File: src/rtl/key_debounce.sv
// key_debounce: synchronises, debounces and press/release/long-press detects
// a bank of active-low push-button lines on a shared 1 ms tick.
module key_debounce #(
    parameter int F_CLK       = 50000000,
    parameter int N_KEYS      = 6,
    parameter int DEBOUNCE_MS = 20,
    parameter int LONG_MS     = 1000
) (
    input  logic              clk,
    input  logic              rst_n,
    input  logic [N_KEYS-1:0] key,
    output logic [N_KEYS-1:0] key_state,
    output logic [N_KEYS-1:0] key_press,
    output logic [N_KEYS-1:0] key_release,
    output logic [N_KEYS-1:0] key_long
);
    localparam int TICK_DIV = F_CLK / 1000;
    localparam int TW = $clog2(TICK_DIV);
    localparam int DW = $clog2(DEBOUNCE_MS);
    localparam int LW = $clog2(LONG_MS + 1);
    localparam logic [TW-1:0] TICK_MAX = TW'(TICK_DIV - 1);
    localparam logic [DW-1:0] DB_LAST = DW'(DEBOUNCE_MS - 1);
    localparam logic [LW-1:0] LP_LAST = LW'(LONG_MS - 1);
    localparam logic [LW-1:0] LP_MAX = LW'(LONG_MS);

    logic [N_KEYS-1:0] k_m_q, k_s_q;
    logic [TW-1:0]     tick_cnt_q, tick_cnt_d;
    logic              tick;
    logic [DW-1:0]     db_cnt_q [N_KEYS];
    logic [DW-1:0]     db_cnt_d [N_KEYS];
    logic [LW-1:0]     lp_cnt_q [N_KEYS];
    logic [LW-1:0]     lp_cnt_d [N_KEYS];
    logic [N_KEYS-1:0] state_q, state_d, press_q, press_d;
    logic [N_KEYS-1:0] release_q, release_d, long_q, long_d;

    assign tick        = (tick_cnt_q == TICK_MAX);
    assign tick_cnt_d  = tick ? '0 : tick_cnt_q + 1'b1;
    assign key_state   = state_q;
    assign key_press   = press_q;
    assign key_release = release_q;
    assign key_long    = long_q;

    always_comb begin
        state_d   = state_q;
        db_cnt_d  = db_cnt_q;
        lp_cnt_d  = lp_cnt_q;
        press_d   = '0;
        release_d = '0;
        long_d    = '0;
        for (int i = 0; i < N_KEYS; i++) begin
            if (k_s_q[i] == state_q[i]) begin
                db_cnt_d[i] = '0;
            end else if (tick) begin
                if (db_cnt_q[i] == DB_LAST) begin
                    state_d[i]   = k_s_q[i];
                    db_cnt_d[i]  = '0;
                    press_d[i]   = ~k_s_q[i];
                    release_d[i] = k_s_q[i];
                end else begin
                    db_cnt_d[i] = db_cnt_q[i] + 1'b1;
                end
            end
            // Saturating hold counter: exactly one long strobe per hold.
            if (state_q[i]) begin
                lp_cnt_d[i] = '0;
            end else if (tick && lp_cnt_q[i] < LP_MAX) begin
                lp_cnt_d[i] = lp_cnt_q[i] + 1'b1;
                long_d[i]   = (lp_cnt_q[i] == LP_LAST);
            end
        end
    end

    always_ff @(posedge clk or negedge rst_n) begin
        if (!rst_n) begin
            k_m_q      <= '1;
            k_s_q      <= '1;
            tick_cnt_q <= '0;
            db_cnt_q   <= '{default: '0};
            lp_cnt_q   <= '{default: '0};
            state_q    <= '1;
            press_q    <= '0;
            release_q  <= '0;
            long_q     <= '0;
        end else begin
            k_m_q      <= key;
            k_s_q      <= k_m_q;
            tick_cnt_q <= tick_cnt_d;
            db_cnt_q   <= db_cnt_d;
            lp_cnt_q   <= lp_cnt_d;
            state_q    <= state_d;
            press_q    <= press_d;
            release_q  <= release_d;
            long_q     <= long_d;
        end
    end
endmodule

File: config.mk
export PLATFORM = sky130hd
export DESIGN_NAME = key_debounce
export DESIGN_NICKNAME = d
export VERILOG_FILES = /design/src/rtl/key_debounce.sv
export SDC_FILE = /design/constraint.sdc
export NUM_CORES = 1
export LEC_CHECK = 0
export CELL_PAD_IN_SITES_DETAIL_PLACEMENT = 1
export CELL_PAD_IN_SITES_GLOBAL_PLACEMENT = 1
export CORE_MARGIN = 2
export CORE_UTILIZATION = 43
export DETAILED_ROUTE_END_ITERATION = 16
export GPL_TIMING_DRIVEN = 0
export PLACE_DENSITY_LB_ADDON = 0.1
export SLEW_MARGIN = 10
export SYNTH_ARGS = -nofsm -noshare
export SYNTH_HDL_FRONTEND = slang
export SYNTH_SLANG_ARGS = --single-unit
File: constraint.sdc
create_clock -name clk -period 2.7 [get_ports clk]
set_clock_uncertainty 0.2 [all_clocks]
set_input_delay 0.54 -clock clk [delete_from_list [all_inputs] [get_ports clk]]
set_output_delay 0.54 -clock clk [all_outputs]
set_load 0.03 [all_outputs]
After elaboration in Yosys (flattened, before gate mapping). Cells that the tools add are included.

Latch bits: 0. Memories kept: 0. Output and inout port bits: 24. Input bits: 8. Register bits after elaboration: 142. Logic and storage cells: 177. ROM bits: 0. RAM bits: 0.

Mux-type cells: 79. Equal/unequal tests: 19. Div/mod/pow operators: 0. Shifts and indexed selects: 0. Multipliers: 0. Add/subtract/negate cells: 13. Reductions and logical operators: 24. Bitwise logic cells: 12. $lt $le $gt $ge: 6.

Operators with widths (count): $mux W10 (12); $mux W5 (18); $add A10 B1 Y10 const B (6); $eq A10 B10 Y1 const B (6); $lt A10 B10 Y1 const B (6); $mux W1 (48); $add A5 B1 Y5 const B (6); $eq A5 B5 Y1 const B (6); $reduce_bool A2 Y1 (12); $reduce_and A3 Y1 (6); $add A16 B1 Y16 const B (1); $eq A16 B16 Y1 const B (1); $mux W16 (1); $not A1 Y1 (12); $eq A1 B1 Y1 (6); $logic_and A1 B1 Y1 (6).

Logic depth before layout (Yosys ltp). Gate-level depths: netlist (run 1).

Depth after elaboration: 4. Depth in mapped cells: 9. Mapped depth without buffers: 5.

Worst setup path before layout (run 1). No wires, ideal clock.

Path type: register -> register. From: register tick_cnt_q[4]. To: register lp_cnt_q[47] (netlist bit). Period minus slack after synthesis: 2.874 ns. Data required time: 2.375 ns. Path buffers: 4. Data arrival time: 2.549 ns. Path slack: -0.174 ns. Cell stages (with the launch flop): 9. Setup time: 0.125 ns. Path through: dfrtp_1 > buf_6 > or4b_4 > buf_6 > or4_4 > buf_6 > clkbuf_1 > nor4_1 > mux2_2.

Word-level cells in the longest chain between the ends: 3.

RTL lines: start: declaration (RTL line 27) `logic [TW-1:0] tick_cnt_q, tick_cnt_d;`; start signal: assignment (RTL line 87) `tick_cnt_q <= tick_cnt_d;`; $eq A16 B16 Y1 (RTL line 36) `assign tick = (tick_cnt_q == TICK_MAX);`; $logic_and A1 B1 Y1 (RTL line 66) `end else if (tick && lp_cnt_q[i] < LP_MAX) begin`; $reduce_bool A2 Y1 (no source line); end signal: assignment (RTL line 89) `lp_cnt_q <= lp_cnt_d;`; end: declaration (RTL line 31) `logic [LW-1:0] lp_cnt_q [N_KEYS];`.

Every way passes these cells. A chain may end at the register's enable or synchronous reset.

Worst setup path after layout (run 1).
From: register tick_cnt_q[13]. To: register lp_cnt_q[55] (netlist bit).

Same word-level chain as after synthesis.

==> qor.json, run 1 <==
{
  "criticalPathCategory": "reg -> reg",
  "synth_top_cell_area_share_pct": 44.2,
  "ys.warnings.count": 0,
  "layoutNonFillerInstCount": 1005,
  "netlist_area_um2": 7030,
  "critPathCapture": "lp_cnt_q[55]",
  "layout.cells.most_common_list": "dfrtp_1, a21oi_1, nor2_1, nand2_1, nand3_1",
  "endpoint_of_the_worst_register_to_register_path": "lp_cnt_q[55]",
  "clock_tree.htree_level_count": 4,
  "placedCellCount": 951,
  "placement.io_buffers": 31,
  "clockBufferDepth": 2,
  "edff_count_synth": 0,
  "routabilityCongestion": 0.828,
  "clock-root-buffer": "clkbuf_16",
  "clock_latency_on_the_worst_skew_pair_ns": 0.43,
  "drc_errors": 0,
  "timing.rr.start": "tick_cnt_q[13]",
  "clock_sinks": 142,
  "arrival_ns": 2.94,
  "detail_route.iter0.violations": 282,
  "synth_flop_type": "dfrtp_1",
  "grt_max_degree": 100,
  "actual_slew_at_the_worst_max_slew_pin_ns": 1.08,
  "rows": 46,
  "ys_top_cells_by_area": "dfrtp_1, dfstp_2, a21oi_1, or4_1, nand3_1",
  "post-synth-top-area-cell": "dfrtp_1",
  "cts.reportedPaths.clkPinSlew_ns": 0.06,
  "drt-pass1-iter-count": 4,
  "seq_area_frac_synth_pct": 50.9,
  "min_period_over_period_pct": 105,
  "power_w": 0.00466,
  "antennaDiodeCount": 0,
  "grt_usage_pct": 24.1,
  "drive_gt1_share_pct": 22.2,
  "initial_utilization_pct": 44.1,
  "fp.coreArea_um2": 15900,
  "worst_hold_path_type": "reg -> reg",
  "top_level_ports": 32,
  "synth_cell_types": 45,
  "setup_tns_final_ns": -2.34,
  "timing.slew.headroom_pct": 27.3,
  "power_leakage_nw": 3.49,
  "number_of_global_route_vias_before_repair": 6270,
  "wire_per_inst_um": 20.0,
  "start_kind": "flip-flop",
  "vias_per_cell": 5.90,
  "vdd_ir_drop_max_v": 0.000444,
  "first_pass_grt_wire_length_um": 33500,
  "worst-path-max-fanout": 6,
  "p_per_area_nw_per_um2": 514,
  "final_hold_vio_count": 0,
  "timing.critical_path.from": "tick_cnt_q[13]",
  "dr_total_vias": 5929,
  "holdPathStages": 0,
  "fraction_of_registers_with_async_set_or_reset_after_synthesis_pct": 100,
  "final-setup-viol-count": 29,
  "clock.fmax_mhz": 352,
  "synth_area_per_cell_um2": 9.99,
  "failed_checks": "negative setup slack",
  "post-route-worst-setup-slack_ns": -0.137,
  "tritoncts_clock_tree": "done",
  "finalMaxSlewViolations": 0,
  "die_h_um": 132,
  "drtAntennaViolNets": 0,
  "routed_wirelength_um": 20100,
  "final_util_pct": 56.9,
  "reg2reg_depth": 6,
  "fp.dieW_um": 132,
  "initial_antenna_violation_count": 0,
  "cap_viol_max_count": 0,
  "unrepaired_setup_endpoints_after_global_routing": "yes",
  "final_nets": 797,
  "r2r_setup_slack_ns": -0.14,
  "dp_hpwl_um": 12800,
  "worst_path_required_time_ns": 2.81,
  "die_area_um2": 17400,
  "timing.hold.ws_ns": 0.155,
  "layout-area-overhead-vs-synth_pct": 29.0,
  "post_synth_inst_count": 703,
  "final_period_minus_worst_setup_slack_ns": 2.84,
  "grt_remaining_overflow": 0,
  "layout_commonest_cell": "dfrtp_1",
  "numCtsBuffers": 17,
  "end_kind": "flip-flop",
  "yosys_register_bits": 142,
  "outcome": "complete, but fails checks",
  "syn_nets": 724
}
final cells by class:
type	instances	area (um^2)
plain buffers	38	300
fillers	1710	6880
repair buffers	59	608
multi-input cells	506	3650
well taps	216	270
inverters	12	45.0
clock buffers	19	453
clock inverters	13	164
flip-flops and latches	142	3580
kinds of logic (layout without fill, tap and decap cells):
kind of cell    count (synthesis)  after routing  share of synthesized area [%]
compound gates                132            132                           11.1
xor+xnor                       19             19                           2.37
fa+ha+maj                      13             13                           2.32
buf+inv                        55            141                           3.38
flops                         142            142                           50.9
mux                            31             31                           4.76
simple gates                  311            311                           25.2
power by group:
group          internal, W  leakage (nW)  switching (W)
sequential         0.00215          1.91     0.00000658
combinational    0.0000189          1.30      0.0000514
clock              0.00150         0.288       0.000937
sequential cells by signal, summed over array words and instances, names as in the netlist:
name         cells
key_state        6
k_m_q            6
db_cnt_q        30
key_long         6
key_press        6
key_release      6
k_s_q            6
lp_cnt_q        60
tick_cnt_q      16
worst max-delay path, stage by stage, from the launching register on:
cell and delay [ns]:
dfrtp_1 0.38, or4b_4 0.58, buf_6 0.16, or4_4 0.56, buf_12 0.18, nor4_4 0.33
mux2_4 0.33
cell usage after synthesis (all sizes together) (2+ instances only):
cell type and n:
nor4b 2, nand3 43, nor3 7, nand3b 8
dfstp 18, or3 26, or2 3, and3 9
and2 4, xor2 7, xnor2 12, o41ai 2
o211ai 3, nor3b 11, or4b 3, mux2 19
buf 8, nor4 25, dfrtp 124, or4 31
nor4bb 6, nand4 17, nand2b 2, nor2b 13
a2111oi 6, a21oi 67, o21ai 23, and4 4
mux2i 12, clkbuf 35, ha 13, o31ai 27
nor2 53, nand2 43, inv 12
through the flow:
stage / setup WS [ns] / cell area, um^2
global route: -0.188 / 9060
floorplan: -0.105 / 7090
CTS: -0.174 / 8800
detailed placement: -0.754 / 7710
global placement: -4.84 / 7670
finish: -0.137 / 9060
per-layer routing:
layer,GRT usage (%),up-vias,share of wire (%)
li1,-,2765,-
met4,7.43,0,1.7
met5,0,-,0
met2,40.3,89,50
met1,31.8,3050,46
met3,4.73,25,2.7
worst min path at each step:
stage                        start     endpoint  slack, ns
final                     k_m_q[5]     k_s_q[5]       0.15
after global routing      k_m_q[3]     k_s_q[3]       0.16
after CTS                 k_m_q[3]     k_s_q[3]       0.16
after detailed placement  k_m_q[5]     k_s_q[5]       0.15
after global placement    k_m_q[5]     k_s_q[5]       0.15
after floorplan              rst_n  db_cnt_q[0]       0.04
timing repair:
action	in CTS	in global routing
hold endpoints to repair	38	0
hold buffers	1	0
pin swaps	35	8
setup buffers	13	10
setup endpoints to repair	114	96
resized for setup	69	53
gates cloned	3	0
Power figures use the tool's default switching activity.
==> run 2: changes to the inputs <==
--- a/config.mk
+++ b/config.mk
@@ -9,6 +9,7 @@
 export CELL_PAD_IN_SITES_GLOBAL_PLACEMENT = 1
 export CORE_MARGIN = 2
 export CORE_UTILIZATION = 43
+export CTS_CLUSTER_DIAMETER = 80
 export DETAILED_ROUTE_END_ITERATION = 16
 export GPL_TIMING_DRIVEN = 0
 export PLACE_DENSITY_LB_ADDON = 0.1
==> results of run 2 <==
Same layout as run 1: the final DEF is identical, and so are final timing and power.
==> run 3: changes to the inputs <==
--- a/config.mk
+++ b/config.mk
@@ -11,7 +11,7 @@
 export CORE_UTILIZATION = 43
 export CTS_CLUSTER_DIAMETER = 80
 export DETAILED_ROUTE_END_ITERATION = 16
-export GPL_TIMING_DRIVEN = 0
+export GPL_TIMING_DRIVEN = 1
 export PLACE_DENSITY_LB_ADDON = 0.1
 export SLEW_MARGIN = 10
 export SYNTH_ARGS = -nofsm -noshare
==> run 3 against run 2 <==
Effect of this change:
- the run now ends clean
- critical endpoint is now lp_cnt_q[58]
- global-route usage decreased by 1.5 points
- count of clock-buffer cells in the layout increased by 3
- via count decreased by 1.6%
- non-clock buffer count decreased by 10
- routed wire length decreased by 5.8%
- combinational power increased by 3.1%
- largest power group unchanged
- sequential share of layout area increased by 1.7 points
- fmax increased by 5.8%
- final cell count decreased by 1.0%
- utilization decreased by 2.3 points
==> qor.json, run 3 (synthesis results as in run 1) <==
{
  "outcome": {"value": "complete, no violations", "change": "was complete, but fails checks"},
  "internal-power": {"value": 0.00388, "unit": "W", "change": "was 0.00367 W"},
  "ff_latch_area": {"value": 3580, "unit": "um^2", "change": "about the same"},
  "clockBufferDepth": {"value": 2, "change": "unchanged"},
  "detail_route.iter0.violations": {"value": 282, "change": "unchanged"},
  "busiest_layer": {"value": "met2", "change": "unchanged"},
  "actual_slew_at_the_worst_max_slew_pin": {"value": 0.992, "unit": "ns", "change": "was 1.08 ns"},
  "drt-pass1-iter-count": {"value": 4, "change": "unchanged"},
  "post-route-worst-setup-slack": {"value": 0.0184, "unit": "ns", "change": "was -0.137 ns"},
  "top_level_ports": {"value": 32, "change": "unchanged"},
  "cap_viol_max_count": {"value": 0, "change": "unchanged"},
  "routabilityCongestion": {"value": 0.796, "change": "was 0.828"},
  "number_of_global_route_vias_before_repair": {"value": 6420, "change": "was 6270"},
  "final_nets": {"value": 787, "change": "was 797"},
  "fp.coreArea": {"value": 15900, "unit": "um^2", "change": "unchanged"},
  "worstHoldEndpoint": {"value": "k_s_q[2]", "change": "was k_s_q[5]"},
  "seq_power_share": {"value": 44.4, "unit": "%", "change": "was 46.2%"},
  "multi_input_combinational_cell_area": {"value": 3340, "unit": "um^2", "change": "was 3650 um^2"},
  "grt_max_degree": {"value": 52, "change": "was 100"},
  "max_flop_register": {"value": "lp_cnt_q", "change": "unchanged"},
  "dr_total_vias": {"value": 5837, "change": "was 5929"},
  "gr-usage-met3": {"value": 4.23, "unit": "%", "change": "was 4.73%"},
  "endpoint_of_the_worst_register_to_register_path": {"value": "lp_cnt_q[58]", "change": "was lp_cnt_q[55]"},
  "grt_remaining_overflow": {"value": 0, "change": "unchanged"},
  "clock_latency_on_the_worst_skew_pair": {"value": 0.43, "unit": "ns", "change": "about the same"},
  "fill_cells": {"value": 1722, "change": "was 1710"},
  "clock.fmax": {"value": 373, "unit": "MHz", "change": "was 352 MHz"},
  "drc_errors": {"value": 0, "change": "unchanged"},
  "layout-area-overhead-vs-synth": {"value": 23.7, "unit": "%", "change": "was 29.0%"},
  "timing.rr.start": {"value": "tick_cnt_q[10]", "change": "was tick_cnt_q[13]"},
  "final_util": {"value": 54.5, "unit": "%", "change": "was 56.9%"},
  "grt.met1_usage": {"value": 27.0, "unit": "%", "change": "was 31.8%"},
  "finalMaxSlewViolations": {"value": 0, "change": "unchanged"},
  "timing.slew.headroom": {"value": 33.6, "unit": "%", "change": "was 27.3%"},
  "wire_per_inst": {"value": 19.1, "unit": "um", "change": "was 20.0 um"},
  "layout_commonest_cell": {"value": "dfrtp_1", "change": "unchanged"},
  "layout.cells.most_common_list": {"value": "dfrtp_1, a21oi_1, nor2_1, buf_4", "change": "was dfrtp_1, a21oi_1, nor2_1, nand2_1, nand3_1"},
  "worst_path_required_time": {"value": 2.84, "unit": "ns", "change": "was 2.81 ns"},
  "reg.largest.list": {"value": "lp_cnt_q: 60 flops, db_cnt_q: 30 flops, tick_cnt_q: 16 flops", "change": "unchanged"},
  "fp.dieW": {"value": 132, "unit": "um", "change": "unchanged"},
  "min_period_over_period": {"value": 99.3, "unit": "%", "change": "was 105%"},
  "placement.io_buffers": {"value": 31, "change": "unchanged"},
  "tritoncts_clock_tree": {"value": "done", "change": "unchanged"},
  "die_h": {"value": 132, "unit": "um", "change": "unchanged"},
  "die_area": {"value": 17400, "unit": "um^2", "change": "unchanged"},
  "timing.critical_path.from": {"value": "tick_cnt_q[10]", "change": "was tick_cnt_q[13]"},
  "power.share.switching": {"value": 20.0, "unit": "%", "change": "was 21.3%"},
  "initial_antenna_violation_count": {"value": 0, "change": "unchanged"},
  "rows": {"value": 46, "change": "unchanged"},
  "start_kind": {"value": "flip-flop", "change": "unchanged"},
  "grt_usage": {"value": 22.6, "unit": "%", "change": "was 24.1%"},
  "final_hold_vio_count": {"value": 0, "change": "unchanged"},
  "largest_reg_flops": {"value": 60, "change": "unchanged"},
  "worst_hold_path_type": {"value": "reg -> reg", "change": "unchanged"},
  "numCtsBuffers": {"value": 17, "change": "unchanged"},
  "worst-path-max-fanout": {"value": 17, "change": "was 6"},
  "antennaDiodeCount": {"value": 0, "change": "unchanged"},
  "unrepaired_setup_endpoints_after_global_routing": {"value": "yes", "change": "unchanged"},
  "arrival": {"value": 2.83, "unit": "ns", "change": "was 2.94 ns"},
  "clock-root-buffer": {"value": "clkbuf_16", "change": "unchanged"},
  "vdd_ir_drop_max": {"value": 0.000470, "unit": "V", "change": "was 0.000444 V"},
  "vias_per_cell": {"value": 5.87, "change": "was 5.90"},
  "dp_hpwl": {"value": 12600, "unit": "um", "change": "was 12800 um"},
  "cts.reportedPaths.clkPinSlew": {"value": 0.06, "unit": "ns", "change": "about the same"},
  "drive_gt1_share": {"value": 19.3, "unit": "%", "change": "was 22.2%"},
  "power": {"value": 0.00485, "unit": "W", "change": "was 0.00466 W"},
  "gr-usage-met2": {"value": 40.6, "unit": "%", "change": "was 40.3%"},
  "min-delay-start": {"value": "k_m_q[2]", "change": "was k_m_q[5]"},
  "power_leakage": {"value": 3.46, "unit": "nW", "change": "was 3.49 nW"},
  "drtAntennaViolNets": {"value": 0, "change": "unchanged"},
  "placedCellCount": {"value": 960, "change": "was 951"},
  "clock_sinks": {"value": 142, "change": "unchanged"},
  "final-setup-viol-count": {"value": 0, "change": "was 29"},
  "routed_wirelength": {"value": 19000, "unit": "um", "change": "was 20100 um"},
  "first_pass_grt_wire_length": {"value": 31800, "unit": "um", "change": "was 33500 um"},
  "post_detailed_placement_cell_area": {"value": 7910, "unit": "um^2", "change": "was 7710 um^2"},
  "clock_tree.htree_level_count": {"value": 4, "change": "unchanged"},
  "holdPathStages": {"value": 0, "change": "unchanged"},
  "criticalPathCategory": {"value": "reg -> reg", "change": "unchanged"},
  "layoutNonFillerInstCount": {"value": 995, "change": "was 1005"},
  "place_ws": {"value": -0.0459, "unit": "ns", "change": "was -0.754 ns"},
  "fin_area": {"value": 8690, "unit": "um^2", "change": "was 9060 um^2"},
  "share_clk_of_total_power": {"value": 54.1, "unit": "%", "change": "was 52.3%"},
  "reg2reg_depth": {"value": 6, "change": "unchanged"},
  "p_comb_share": {"value": 1.5, "unit": "%", "change": "about the same"},
  "final_period_minus_worst_setup_slack": {"value": 2.68, "unit": "ns", "change": "was 2.84 ns"},
  "r2r_setup_slack": {"value": 0.02, "unit": "ns", "change": "was -0.14 ns"},
  "end_kind": {"value": "flip-flop", "change": "unchanged"},
  "initial_utilization": {"value": 44.1, "unit": "%", "change": "unchanged"},
  "power_switching": {"value": 0.000970, "unit": "W", "change": "was 0.000995 W"},
  "p_per_area": {"value": 558, "unit": "nW/um^2", "change": "was 514 nW/um^2"}
}
## run 3: how the worst max path moves through the flow
stage / to / cells past startpoint / slack [ns]
6_report: lp_cnt_q[58] / 6 / 0.02
5_1_grt: lp_cnt_q[58] / 6 / -0.05
4_1_cts: lp_cnt_q[34] / 5 / 0.007
3_5_place_dp: lp_cnt_q[5] / 5 / -0.05
3_3_place_gp: lp_cnt_q[5] / 5 / -0.03
2_1_floorplan: lp_cnt_q[57] / 8 / -0.11
## run 3: power groups by stage
| stage | registers (W) | logic (W) | clock network (W) |
|---|---|---|---|
| after global routing | 0.00215 | 0.0000823 | 0.00277 |
| after global placement | 0.00219 | 0.0000732 | 0 |
| after CTS | 0.00215 | 0.0000761 | 0.00268 |
| after detailed placement | 0.00219 | 0.0000749 | 0 |
| after floorplan | 0.00219 | 0.00000859 | 0 |
| final | 0.00215 | 0.0000725 | 0.00262 |
## run 3: worst max-delay path: stages (launching register included)
cell and delay, ns:
dfrtp_1 0.39, or4b_1 0.64, or4_4 0.49, buf_4 0.17, clkbuf_16 0.18, or3_1 0.38
a21oi_2 0.16
## run 3: cell type report
cell class / count / share of cell area, %
Clock buffer: 22 / 5.46
Tap cell: 216 / 3.11
Inverter: 12 / 0.518
Sequential cell: 142 / 41.1
Multi-Input combinational cell: 506 / 38.4
Timing Repair Buffer: 87 / 9.23
Clock inverter: 10 / 2.12
## run 3: metrics by stage
step	TNS (ns)	hold slack [ns]
after CTS	0	0.156
after detailed placement	-0.0609	0.147
after global placement	-0.0360	0.146
after global routing	-0.310	0.160
after floorplan	-0.487	0.0444
final	0	0.155
## run 3: per-layer routing
layer | vias up | wire length (um)
met5 | - | 0
li1 | 2736 | -
met4 | 0 | 298
met3 | 28 | 399
met2 | 67 | 9910
met1 | 3006 | 8360
## run 3: repair_timing
action                                  CTS  global route
gates cloned                              0             1
pin swaps                                 0             2
setup buffers                             0             1
gates resized for setup                   5            13
endpoints found under the hold margin    37             0
endpoints found under the setup margin    6            27
hold buffers                              1             0
